## config.mk

```make
export PLATFORM = sky130hd
export DESIGN_NAME = serial_adder_flat
export DESIGN_NICKNAME = d
export VERILOG_FILES = /design/src/rtl/serial_adder_if.sv /design/src/rtl/serial_adder.sv /design/src/flat_wrapper.sv
export SDC_FILE = /design/constraint.sdc
export NUM_CORES = 1
export LEC_CHECK = 0
export ABC_AREA = 1
export BUFFER_PORTS_ARGS = -buffer_cell sky130_fd_sc_hd__buf_2
export CORE_MARGIN = 4
export CORE_UTILIZATION = 45
export DETAILED_ROUTE_END_ITERATION = 16
export PLACE_DENSITY = 0.69
export SYNTH_ARGS = -nofsm -noshare
export SYNTH_HDL_FRONTEND = slang
export SYNTH_SLANG_ARGS = --single-unit
```

## constraint.sdc

```tcl
create_clock -name clk -period 1.3 [get_ports clk]
set_clock_uncertainty 0.15 [all_clocks]
set_input_delay 0.065 -clock clk [delete_from_list [all_inputs] [get_ports clk]]
set_output_delay 0.065 -clock clk [all_outputs]
set_load 0.05 [all_outputs]
```

## src/rtl/serial_adder_if.sv

```systemverilog
// Start/done handshake bundle for serial_adder; the ovf flag exists only when
// SERIAL_ADDER_OVF_EN is defined.
interface serial_adder_if #(
   parameter int WIDTH = 8
);
   logic             start;
   logic [WIDTH-1:0] a;
   logic [WIDTH-1:0] b;
   logic             cin;
   logic             busy;
   logic             done;
   logic [WIDTH-1:0] sum;
   logic             cout;
`ifdef SERIAL_ADDER_OVF_EN
   logic             ovf;
`endif

   modport master (
      output start, a, b, cin,
      input  busy, done, sum, cout
`ifdef SERIAL_ADDER_OVF_EN
      , input ovf
`endif
   );

   modport slave (
      input  start, a, b, cin,
      output busy, done, sum, cout
`ifdef SERIAL_ADDER_OVF_EN
      , output ovf
`endif
   );
endinterface

```

## src/rtl/serial_adder.sv

```systemverilog
// Bit-serial adder: one full-adder cell plus a carry flop, LSB first, one bit per clock.
// Optional signed-overflow output is enabled by defining SERIAL_ADDER_OVF_EN.
module serial_adder #(
   parameter int WIDTH = 8
) (
   input  logic          clk,
   input  logic          rst_n,
   serial_adder_if.slave bus
);
   localparam int CW = $clog2(WIDTH);

   typedef enum logic [1:0] {IDLE, RUN, DONE} state_t;

   state_t           state_q, state_d;
   logic [WIDTH-1:0] a_sh_q, a_sh_d;
   logic [WIDTH-1:0] b_sh_q, b_sh_d;
   logic [WIDTH-2:0] sum_sh_q, sum_sh_d, sum_sh_in;
   logic [WIDTH-1:0] sum_q, sum_d;
   logic             carry_q, carry_d;
   logic             cout_q, cout_d;
   logic [CW-1:0]    cnt_q, cnt_d;
   logic             fa_s, fa_c, last_bit;
`ifdef SERIAL_ADDER_OVF_EN
   logic             ovf_q, ovf_d;
`endif

   assign fa_s     = a_sh_q[0] ^ b_sh_q[0] ^ carry_q;
   assign fa_c     = (a_sh_q[0] & b_sh_q[0]) | (a_sh_q[0] & carry_q) | (b_sh_q[0] & carry_q);
   assign last_bit = (cnt_q == CW'(WIDTH - 1));

   // The first WIDTH-1 sum bits collect here; the MSB comes straight from the cell.
   generate
      if (WIDTH > 2) begin : g_sum_sh_wide
         assign sum_sh_in = {fa_s, sum_sh_q[WIDTH-2:1]};
      end else begin : g_sum_sh_single
         assign sum_sh_in = fa_s;
      end
   endgenerate

   always_comb begin
      state_d  = state_q;
      a_sh_d   = a_sh_q;
      b_sh_d   = b_sh_q;
      sum_sh_d = sum_sh_q;
      sum_d    = sum_q;
      carry_d  = carry_q;
      cout_d   = cout_q;
      cnt_d    = cnt_q;
`ifdef SERIAL_ADDER_OVF_EN
      ovf_d    = ovf_q;
`endif
      case (state_q)
         IDLE: begin
            if (bus.start) begin
               a_sh_d  = bus.a;
               b_sh_d  = bus.b;
               carry_d = bus.cin;
               cnt_d   = '0;
               state_d = RUN;
            end
         end
         RUN: begin
            a_sh_d   = {1'b0, a_sh_q[WIDTH-1:1]};
            b_sh_d   = {1'b0, b_sh_q[WIDTH-1:1]};
            carry_d  = fa_c;
            sum_sh_d = sum_sh_in;
            cnt_d    = cnt_q + 1'b1;
            if (last_bit) begin
               sum_d   = {fa_s, sum_sh_q};
               cout_d  = fa_c;
`ifdef SERIAL_ADDER_OVF_EN
               // carry_q here is the carry into the MSB
               ovf_d   = carry_q ^ fa_c;
`endif
               state_d = DONE;
            end
         end
         DONE:    state_d = IDLE;
         default: state_d = IDLE;
      endcase
   end

   always_ff @(posedge clk or negedge rst_n) begin
      if (!rst_n) begin
         state_q  <= IDLE;
         a_sh_q   <= '0;
         b_sh_q   <= '0;
         sum_sh_q <= '0;
         sum_q    <= '0;
         carry_q  <= 1'b0;
         cout_q   <= 1'b0;
         cnt_q    <= '0;
`ifdef SERIAL_ADDER_OVF_EN
         ovf_q    <= 1'b0;
`endif
      end else begin
         state_q  <= state_d;
         a_sh_q   <= a_sh_d;
         b_sh_q   <= b_sh_d;
         sum_sh_q <= sum_sh_d;
         sum_q    <= sum_d;
         carry_q  <= carry_d;
         cout_q   <= cout_d;
         cnt_q    <= cnt_d;
`ifdef SERIAL_ADDER_OVF_EN
         ovf_q    <= ovf_d;
`endif
      end
   end

   assign bus.busy = (state_q == RUN);
   assign bus.done = (state_q == DONE);
   assign bus.sum  = sum_q;
   assign bus.cout = cout_q;
`ifdef SERIAL_ADDER_OVF_EN
   assign bus.ovf  = ovf_q;
`endif
endmodule
```

## src/flat_wrapper.sv

```systemverilog
// flat-port wrapper written by rule: the top's interface ports become plain ports
module serial_adder_flat 
#(
   parameter int WIDTH = 8
)
  (clk, rst_n, bus_start, bus_a, bus_b, bus_cin, bus_busy, bus_done, bus_sum, bus_cout);
  serial_adder_if #(.WIDTH(WIDTH)) bus_i ();
  input  logic clk;
  input  logic rst_n;
  input wire logic [$bits(bus_i.start)-1:0] bus_start;
  input wire logic [$bits(bus_i.a)-1:0] bus_a;
  input wire logic [$bits(bus_i.b)-1:0] bus_b;
  input wire logic [$bits(bus_i.cin)-1:0] bus_cin;
  output wire logic [$bits(bus_i.busy)-1:0] bus_busy;
  output wire logic [$bits(bus_i.done)-1:0] bus_done;
  output wire logic [$bits(bus_i.sum)-1:0] bus_sum;
  output wire logic [$bits(bus_i.cout)-1:0] bus_cout;
  assign bus_i.start = bus_start;
  assign bus_i.a = bus_a;
  assign bus_i.b = bus_b;
  assign bus_i.cin = bus_cin;
  assign bus_busy = bus_i.busy;
  assign bus_done = bus_i.done;
  assign bus_sum = bus_i.sum;
  assign bus_cout = bus_i.cout;
  serial_adder #(.WIDTH(WIDTH)) u_core (.clk(clk), .rst_n(rst_n), .bus(bus_i));
endmodule
```

==> flow_summary.json, run 1 <==
{
  "synth_largest_area_cell": "dfrtp_1",
  "area_delta_synth_final_pct": 45.55,
  "syn_avg_cell_area_um2": 8.521,
  "startpoint": "u_core.state_q[0]",
  "status": "complete, but fails checks",
  "stdcell_count": 342,
  "yosys.area.top_type_share": 0.5167,
  "finalSetupViolCount": 26,
  "r2r_end": "u_core.sum_sh_q[6]",
  "viasPerCell": 4.889,
  "grt_pass1_vias": 1605,
  "min_period_ns": 1.383,
  "synth_seq_cells": 38,
  "crit_path_end": "bus_done",
  "core_um2": 3799,
  "dieArea_um2": 5178,
  "cts-buffers-inserted": 5,
  "fin_ws_ns": -0.08285,
  "grt_max_degree": 39,
  "max_freq_mhz": 723.1,
  "firstDrtPassIters": 4,
  "synth_nets": 239,
  "grt_antenna_before_repair": 0,
  "synth_cells": 216,
  "netlist_area_um2": 1841,
  "critPathMaxFanout": 8,
  "drive_gt1_frac": 0.3776,
  "place_congestion": 0.7170,
  "clk_pin_slew_ns": 0.07,
  "combPwrFrac": 0.549,
  "r2r_setup_slack_ns": -0.05,
  "nets": 316,
  "required_ns": 1.09,
  "yosysSeqAreaShare": 0.5167,
  "worstSetupStartpointType": "flop",
  "die_w_um": 71.96,
  "fp.dieH_um": 71.96,
  "power.share.sequential": 0.323,
  "cp.arrival_ns": 1.17,
  "fill_cells": 273,
  "leakagePower_nw": 1.416,
  "drt_iter0_drc": 146,
  "crit_type": "flop to output pin",
  "post-route-period-util": 1.064,
  "vias": 1672,
  "cts-root-buf": "clkbuf_8",
  "whs_ns": 0.1136,
  "io-pin-count": 31,
  "dp_slack_ns": -0.04992,
  "rsz0062_at_grt": "true",
  "placed_cells": 304,
  "p_per_area_nw_per_um2": 2426,
  "p_int_mw": 3.637,
  "rows": 22,
  "maxCapViolCount": 0,
  "grt_usage": 0.1733,
  "timing.rr.start": "u_core.a_sh_q[0]",
  "cp_slowest_stage_delay_ns": 0.45,
  "numPortBuffers": 30,
  "clock-sinks": 38,
  "worstHoldPathType": "input pin to async pin",
  "finalMaxSlewViolations": 0,
  "finalHoldViolCount": 0,
  "drc_errors": 0,
  "crit_chain": "buf_12 > nor2_4 > buf_6",
  "ys_types": 22,
  "start_util": 0.4845,
  "slew_headroom": 0.8323,
  "slowest_stage": "dfrtp_2",
  "power.share.clock": 0.128,
  "avgRoutedWirePerCell_um": 13.10,
  "worst-path-buf-inv": 2,
  "antennaDiodeCount": 0,
  "grt.overflow.total": 0,
  "switchingPower_mw": 2.862,
  "vdd_drop_max_uv": 1210,
  "drt_wl_total_um": 4481,
  "violations": "setup timing",
  "ys_warn_count": 0,
  "cp.depth": 3,
  "total_power_mw": 6.499,
  "critPathTopFamily": "flip-flops",
  "rr_worst_depth": 3,
  "synthTopCellsByArea": "dfrtp_1 52%, nand2_1 15%, nand3_1 7.9%",
  "cts_tree": "yes",
  "cts_max_path_buffers": 2,
  "max_slew.worst_pin.slew_ns": 0.2533,
  "clock_latency_ns": 0.29,
  "hpwl_um": 2578,
  "grt_pass1_wl_um": 7003,
  "antenna_left": 0,
  "crit_path_end_kind": "output pin",
  "htree_levels": 2,
  "switching_share": 0.4404
}
## per-layer routing
layer / up-vias / global-route usage / part of all wire
met5: - / 0 / 0
met4: 0 / 0.09603 / 0.018
met3: 8 / 0.03740 / 0.040
met2: 33 / 0.2704 / 0.49
met1: 810 / 0.2240 / 0.45
li1: 821 / - / -
## cells by family after synthesis
kind of cell / Yosys count / share of synthesized area
DFF: 38 / 0.5167
AOI/OAI and AO/OA: 18 / 0.07342
buffers and inverters: 45 / 0.1135
adders and majority gates: 3 / 0.02447
and+or+nand+nor: 112 / 0.2719
## area by class of cell
type | count | area (µm²) | area share
inverters | 37 | 141.4 | 0.05278
repair inverters | 1 | 7.507 | 0.002802
repair buffers | 76 | 626.9 | 0.2340
clock inverters | 1 | 5.005 | 0.001868
clock buffers | 7 | 86.33 | 0.03223
well taps | 48 | 60.06 | 0.02242
flip-flops and latches | 38 | 953.4 | 0.3559
multi-input cells | 134 | 798.3 | 0.2980
## tightest hold or removal path: stages
cell	delay, ns
dlygate4sd3_1	0.52
buf_2	0.12
buf_12	0.21
## power groups by stage
stage	Sequential (mW)	Combinational [mW]	Clock, mW
final	2.10	3.57	0.834
after global routing	2.16	3.93	0.899
after CTS	2.04	3.17	0.854
after detailed placement	2.05	2.89	0
after global placement	2.04	2.81	0
after floorplan	2.40	1.72	0
## sequential cells by signal (all words and copies together) (netlist names)
| signal | cells |
|---|---|
| u_core.b_sh_q | 8 |
| u_core.state_q | 2 |
| u_core.bus.sum | 8 |
| u_core.carry_q | 1 |
| u_core.a_sh_q | 8 |
| u_core.bus.cout | 1 |
| u_core.sum_sh_q | 7 |
| u_core.cnt_q | 3 |
## through the flow
step / TNS [ns] / instance area (µm²) / utilization
2_1_floorplan: -0.9970 / 1846 / -
3_3_place_gp: -0.1074 / 2161 / 0.5688
3_5_place_dp: -0.2893 / 2161 / 0.5688
4_1_cts: -0.3782 / 2525 / 0.6647
5_1_grt: -2.344 / 2679 / 0.7052
6_report: -0.7256 / 2679 / 0.7052
## synthesized netlist by cell type (all sizes together)
master and count:
buf 8, fa 1, nand4 1, inv 37
dfrtp 38, a21oi 2, ha 2, nand3 29
nor2 4, o21ai 16, nand2 78
## worst min path at each step
stage | end | cells after the start
2_1_floorplan | u_core.a_sh_q[0] | 0
6_report | u_core.bus.sum[5] | 3
4_1_cts | u_core.state_q[0] | 3
5_1_grt | u_core.carry_q | 3
3_3_place_gp | u_core.sum_sh_q[4] | 2
3_5_place_dp | u_core.sum_sh_q[5] | 2
## cells in the final DEF (no fill, tap or decap), types with 2 or more instances in the layout
cell type       n
nand2_1        56
dfrtp_1        36
inv_1          33
nand3_1        28
buf_2          28
nand2_2        19
dlygate4sd3_1  19
buf_4          16
buf_6           9
o21ai_0         7
o21ai_2         6
clkbuf_8        6
inv_2           3
nor2_4          3
nand2_8         3
buf_12          3
o21ai_1         2
dfrtp_2         2
## what timing repair did
item | CTS | global route
buffers inserted | 6 | 4
endpoints found under the hold margin | 55 | 0
hold buffers | 19 | 0
cloned | 2 | 2
gates resized for setup | 13 | 35
endpoints found under the setup margin | 19 | 37
pin swaps | 8 | 12
Power figures use the tool's default switching activity.
==> run 2, diff against run 1 <==
- REMOVE_ABC_BUFFERS: default -> 1
==> flow_summary.json, run 2 (synthesis results as in run 1) <==
{
  "status": "complete, but fails checks",
  "violations": "setup timing",
  "htree_levels": 2,
  "grt_antenna_before_repair": 0,
  "core_um2": 3799,
  "avgRoutedWirePerCell_um": 12.75,
  "final_common_cell": "nand2_1",
  "dieArea_um2": 5178,
  "most-common-layout-cells": "61 x nand2_1, 37 x dfrtp_1, 33 x inv_1, 28 x buf_2, 22 x nand3_1",
  "seqCellArea_um2": 952.2,
  "startpoint": "u_core.state_q[1]",
  "area_delta_synth_final_pct": 49.15,
  "antenna_left": 0,
  "critPathMaxFanout": 4,
  "vias": 1612,
  "die_w_um": 71.96,
  "grt.overflow.total": 0,
  "rows": 22,
  "finalHoldViolCount": 0,
  "finalSetupViolCount": 24,
  "cts_tree": "yes",
  "max_freq_mhz": 734.3,
  "cts-buffers-inserted": 5,
  "drive_gt1_frac": 0.3844,
  "r2r_setup_slack_ns": -0.06,
  "antennaDiodeCount": 0,
  "worstHoldPathType": "input pin to async pin",
  "p_per_area_nw_per_um2": 2421,
  "post-route-period-util": 1.048,
  "firstDrtPassIters": 4,
  "fin_ws_ns": -0.06176,
  "required_ns": 1.09,
  "max_slew.worst_pin.slew_ns": 0.3915,
  "whs_ns": 0.07753,
  "finalMaxSlewViolations": 0,
  "start_util": 0.4845,
  "grt_pass1_vias": 1614,
  "grt_max_degree": 24,
  "placed_cell_area_um2": 2168,
  "drc_errors": 0,
  "placed_cells": 304,
  "vdd_drop_max_uv": 1805,
  "fill_cells": 264,
  "cp.arrival_ns": 1.15,
  "stdcell_count": 342,
  "cts-root-buf": "clkbuf_8",
  "multi_input_area_um2": 835.8,
  "clock-sinks": 38,
  "viasPerCell": 4.713,
  "clk_pin_slew_ns": 0.07,
  "leakagePower_nw": 1.469,
  "drt_wl_total_um": 4360,
  "cts_max_path_buffers": 2,
  "crit_path_end_kind": "output pin",
  "nets": 316,
  "timing.rr.start": "u_core.carry_q",
  "clock_latency_ns": 0.29,
  "place_congestion": 0.7577,
  "numPortBuffers": 30,
  "drt_iter0_drc": 120,
  "hpwl_um": 2612,
  "maxCapViolCount": 0,
  "slew_headroom": 0.7390,
  "crit_type": "flop to output pin",
  "rsz0062_at_grt": "true",
  "fp.dieH_um": 71.96,
  "min_period_ns": 1.362,
  "grt_pass1_wl_um": 7624,
  "worstSetupStartpointType": "flop",
  "io-pin-count": 31,
  "grt_usage": 0.1901,
  "final_cell_area_um2": 2745
}
run 2: changes by cell type in the layout (fill, tap and decap cells not counted), sizes merged:
cell | previous run | this run
clkbuf | 7 | 6
buf | 57 | 58
run 2: timing repair:
action,in CTS,in global routing
gates cloned,1,0
pin swaps,13,2
setup buffers,8,2
hold buffers,19,0
endpoints found under the hold margin,55,0
gates resized for setup,51,9
setup endpoints to repair,31,36
run 2: through the flow:
step	worst slack [ns]	util	TNS [ns]	power (mW)
2_1_floorplan	-0.6496	-	-11.05	3.966
3_3_place_gp	-0.1033	0.5708	-0.9411	4.879
3_5_place_dp	-0.1493	0.5708	-1.161	4.960
4_1_cts	-0.07012	0.7105	-0.4080	6.493
5_1_grt	-0.1037	0.7227	-1.978	7.155
6_report	-0.06176	0.7227	-0.5578	6.645
run 2: worst paths after layout:
kind,endpoint,depth (start not counted)
setup reg to reg,u_core.sum_sh_q[6],3
min in group clk,u_core.a_sh_q[3],2
setup / recovery,bus_busy,3
hold reg to reg,u_core.a_sh_q[3],2
hold / removal,u_core.sum_sh_q[2],2
max in group asynchronous,u_core.state_q[1],3
run 2: cell type report:
| cell class | count | area share |
|---|---|---|
| Sequential cell | 38 | 0.3469 |
| Multi-Input combinational cell | 134 | 0.3045 |
| Timing Repair Buffer | 77 | 0.2388 |
| Inverter | 37 | 0.05333 |
| Clock buffer | 6 | 0.03008 |
| Tap cell | 48 | 0.02188 |
| Clock inverter | 2 | 0.004558 |
run 2: critical path, cell delays in order, from the launching register on:
cell and delay (ns):
dfrtp_2 0.46, nor2_4 0.14, buf_6 0.12, buf_8 0.14
run 2: power breakdown:
part           switching, mW  internal (mW)
clock                  0.419          0.426
sequential             0.322           1.73
combinational           2.16           1.59
total                   2.90           3.75
run 2: routing by layer:
metal / global-route usage / vias up / share of wire / routed length [µm]
li1: - / 823 / - / -
met1: 0.2654 / 744 / 0.46 / 1985
met2: 0.2898 / 40 / 0.48 / 2106
met3: 0.04432 / 5 / 0.047 / 206
met4: 0.06889 / 0 / 0.014 / 61
met5: 0 / - / 0 / 0
==> run 3, diff against run 2 <==
- SKIP_CTS_REPAIR_TIMING: default -> 1
==> flow_summary.json, run 3 (synthesis results as in run 1) <==
{
  "fill_cells": 283,
  "cp_slowest_stage_delay_ns": 0.39,
  "finalMaxSlewViolations": 0,
  "timing.rr.start": "u_core.cnt_q[0]",
  "slowest_stage": "dfrtp_1",
  "max_slew.worst_pin.slew_ns": 0.3859,
  "grt.overflow.total": 0,
  "finalHoldViolCount": 0,
  "fp.dieH_um": 71.96,
  "viasPerCell": 4.660,
  "whs_ns": 0.07467,
  "r2r_setup_slack_ns": -0.08,
  "worstHoldPathType": "input pin to async pin",
  "violations": "setup timing",
  "crit_path_end_kind": "output pin",
  "leakagePower_nw": 1.415,
  "most-common-layout-cells": "74 x nand2_1, 37 x dfrtp_1, 33 x inv_1, 28 x nand3_1, 28 x buf_2",
  "fin_tns_setup_ns": -1.173,
  "rr_worst_depth": 5,
  "clock_latency_ns": 0.29,
  "grt_antenna_before_repair": 0,
  "status": "complete, but fails checks",
  "utilization": 0.7022,
  "maxCapViolCount": 0,
  "placed_cell_area_um2": 2168,
  "critPathMaxFanout": 7,
  "dieArea_um2": 5178,
  "io-pin-count": 31,
  "post-route-period-util": 1.075,
  "hpwl_um": 2612,
  "vias": 1603,
  "area_delta_synth_final_pct": 44.94,
  "clk_pin_slew_ns": 0.07,
  "critPathTopFamily": "flip-flops",
  "htree_levels": 2,
  "grt_max_degree": 24,
  "min_period_ns": 1.397,
  "final_common_cell": "nand2_1",
  "cts-buffers-inserted": 5,
  "clock-sinks": 38,
  "drc_errors": 0,
  "numPortBuffers": 30,
  "grt_pass1_vias": 1358,
  "start_util": 0.4845,
  "avgRoutedWirePerCell_um": 12.14,
  "drive_gt1_frac": 0.3243,
  "antennaDiodeCount": 0,
  "firstDrtPassIters": 4,
  "core_um2": 3799,
  "finalSetupViolCount": 28,
  "p_per_area_nw_per_um2": 2404,
  "drt_iter0_drc": 106,
  "nets": 318,
  "cp.arrival_ns": 1.18,
  "rsz0062_at_grt": "true",
  "final_cell_area_um2": 2668,
  "antenna_left": 0,
  "die_w_um": 71.96,
  "vdd_drop_max_uv": 1635,
  "rows": 22,
  "worst-path-buf-inv": 3,
  "grt_usage": 0.1556,
  "r2r_end": "u_core.bus.sum[7]",
  "crit_chain": "inv_2 > nor2_4 > buf_6 > buf_8",
  "total_power_mw": 6.412,
  "worstSetupStartpointType": "flop",
  "place_congestion": 0.7577,
  "cts_tree": "yes",
  "crit_type": "flop to output pin",
  "max_freq_mhz": 715.7,
  "drt_wl_total_um": 4175,
  "slew_headroom": 0.7428,
  "grt_pass1_wl_um": 6251,
  "cts_max_path_buffers": 2,
  "cts-root-buf": "clkbuf_8",
  "fin_ws_ns": -0.09716,
  "required_ns": 1.09
}
==> run 3: cell type report <==
| type | instances | area, µm² | share of cell area |
|---|---|---|---|
| Inverter | 37 | 146.4 | 0.05488 |
| Multi-Input combinational cell | 134 | 753.2 | 0.2824 |
| Timing Repair Buffer | 79 | 660.6 | 0.2477 |
| Sequential cell | 38 | 952.2 | 0.3569 |
| Clock inverter | 2 | 12.51 | 0.004690 |
| Tap cell | 48 | 60.06 | 0.02251 |
| Clock buffer | 6 | 82.58 | 0.03096 |
==> run 3: where the power goes <==
part	switching, mW	internal, mW
clock network	0.417	0.426
registers	0.311	1.73
logic	2.01	1.51
==> run 3: routing by layer <==
layer  up-vias  part of all wire  GRT usage
li1        834                 -          -
met1       730              0.45     0.2252
met2        34              0.49     0.2173
met3         5             0.045    0.04709
met4         0             0.015    0.06263
met5         -                 0          0
==> run 3: worst reg2reg max path, cell delays in order (launching register included) <==
cell and delay [ns]:
dfrtp_1 0.40, ha_2 0.21, ha_4 0.19, nand2_2 0.15, buf_4 0.14, o21ai_2 0.04
==> run 3: through the flow <==
stage,setup slack [ns],cells
3_3_place_gp,-0.1033,304
5_1_grt,-0.1509,344
6_report,-0.09716,344
2_1_floorplan,-0.6496,208
4_1_cts,-0.2862,312
3_5_place_dp,-0.1493,304
==> run 3: how the worst max path moves through the flow <==
stage	start	endpoint	slack [ns]	cells past startpoint
global route	u_core.state_q[0]	bus_busy	-0.15	4
finish	u_core.state_q[0]	bus_busy	-0.1	4
CTS	u_core.state_q[1]	bus_done	-0.29	4
floorplan	u_core.state_q[0]	u_core.bus.cout	-0.65	6
detailed placement	u_core.cnt_q[0]	u_core.bus.cout	-0.15	6
global placement	u_core.cnt_q[0]	u_core.bus.cout	-0.10	6
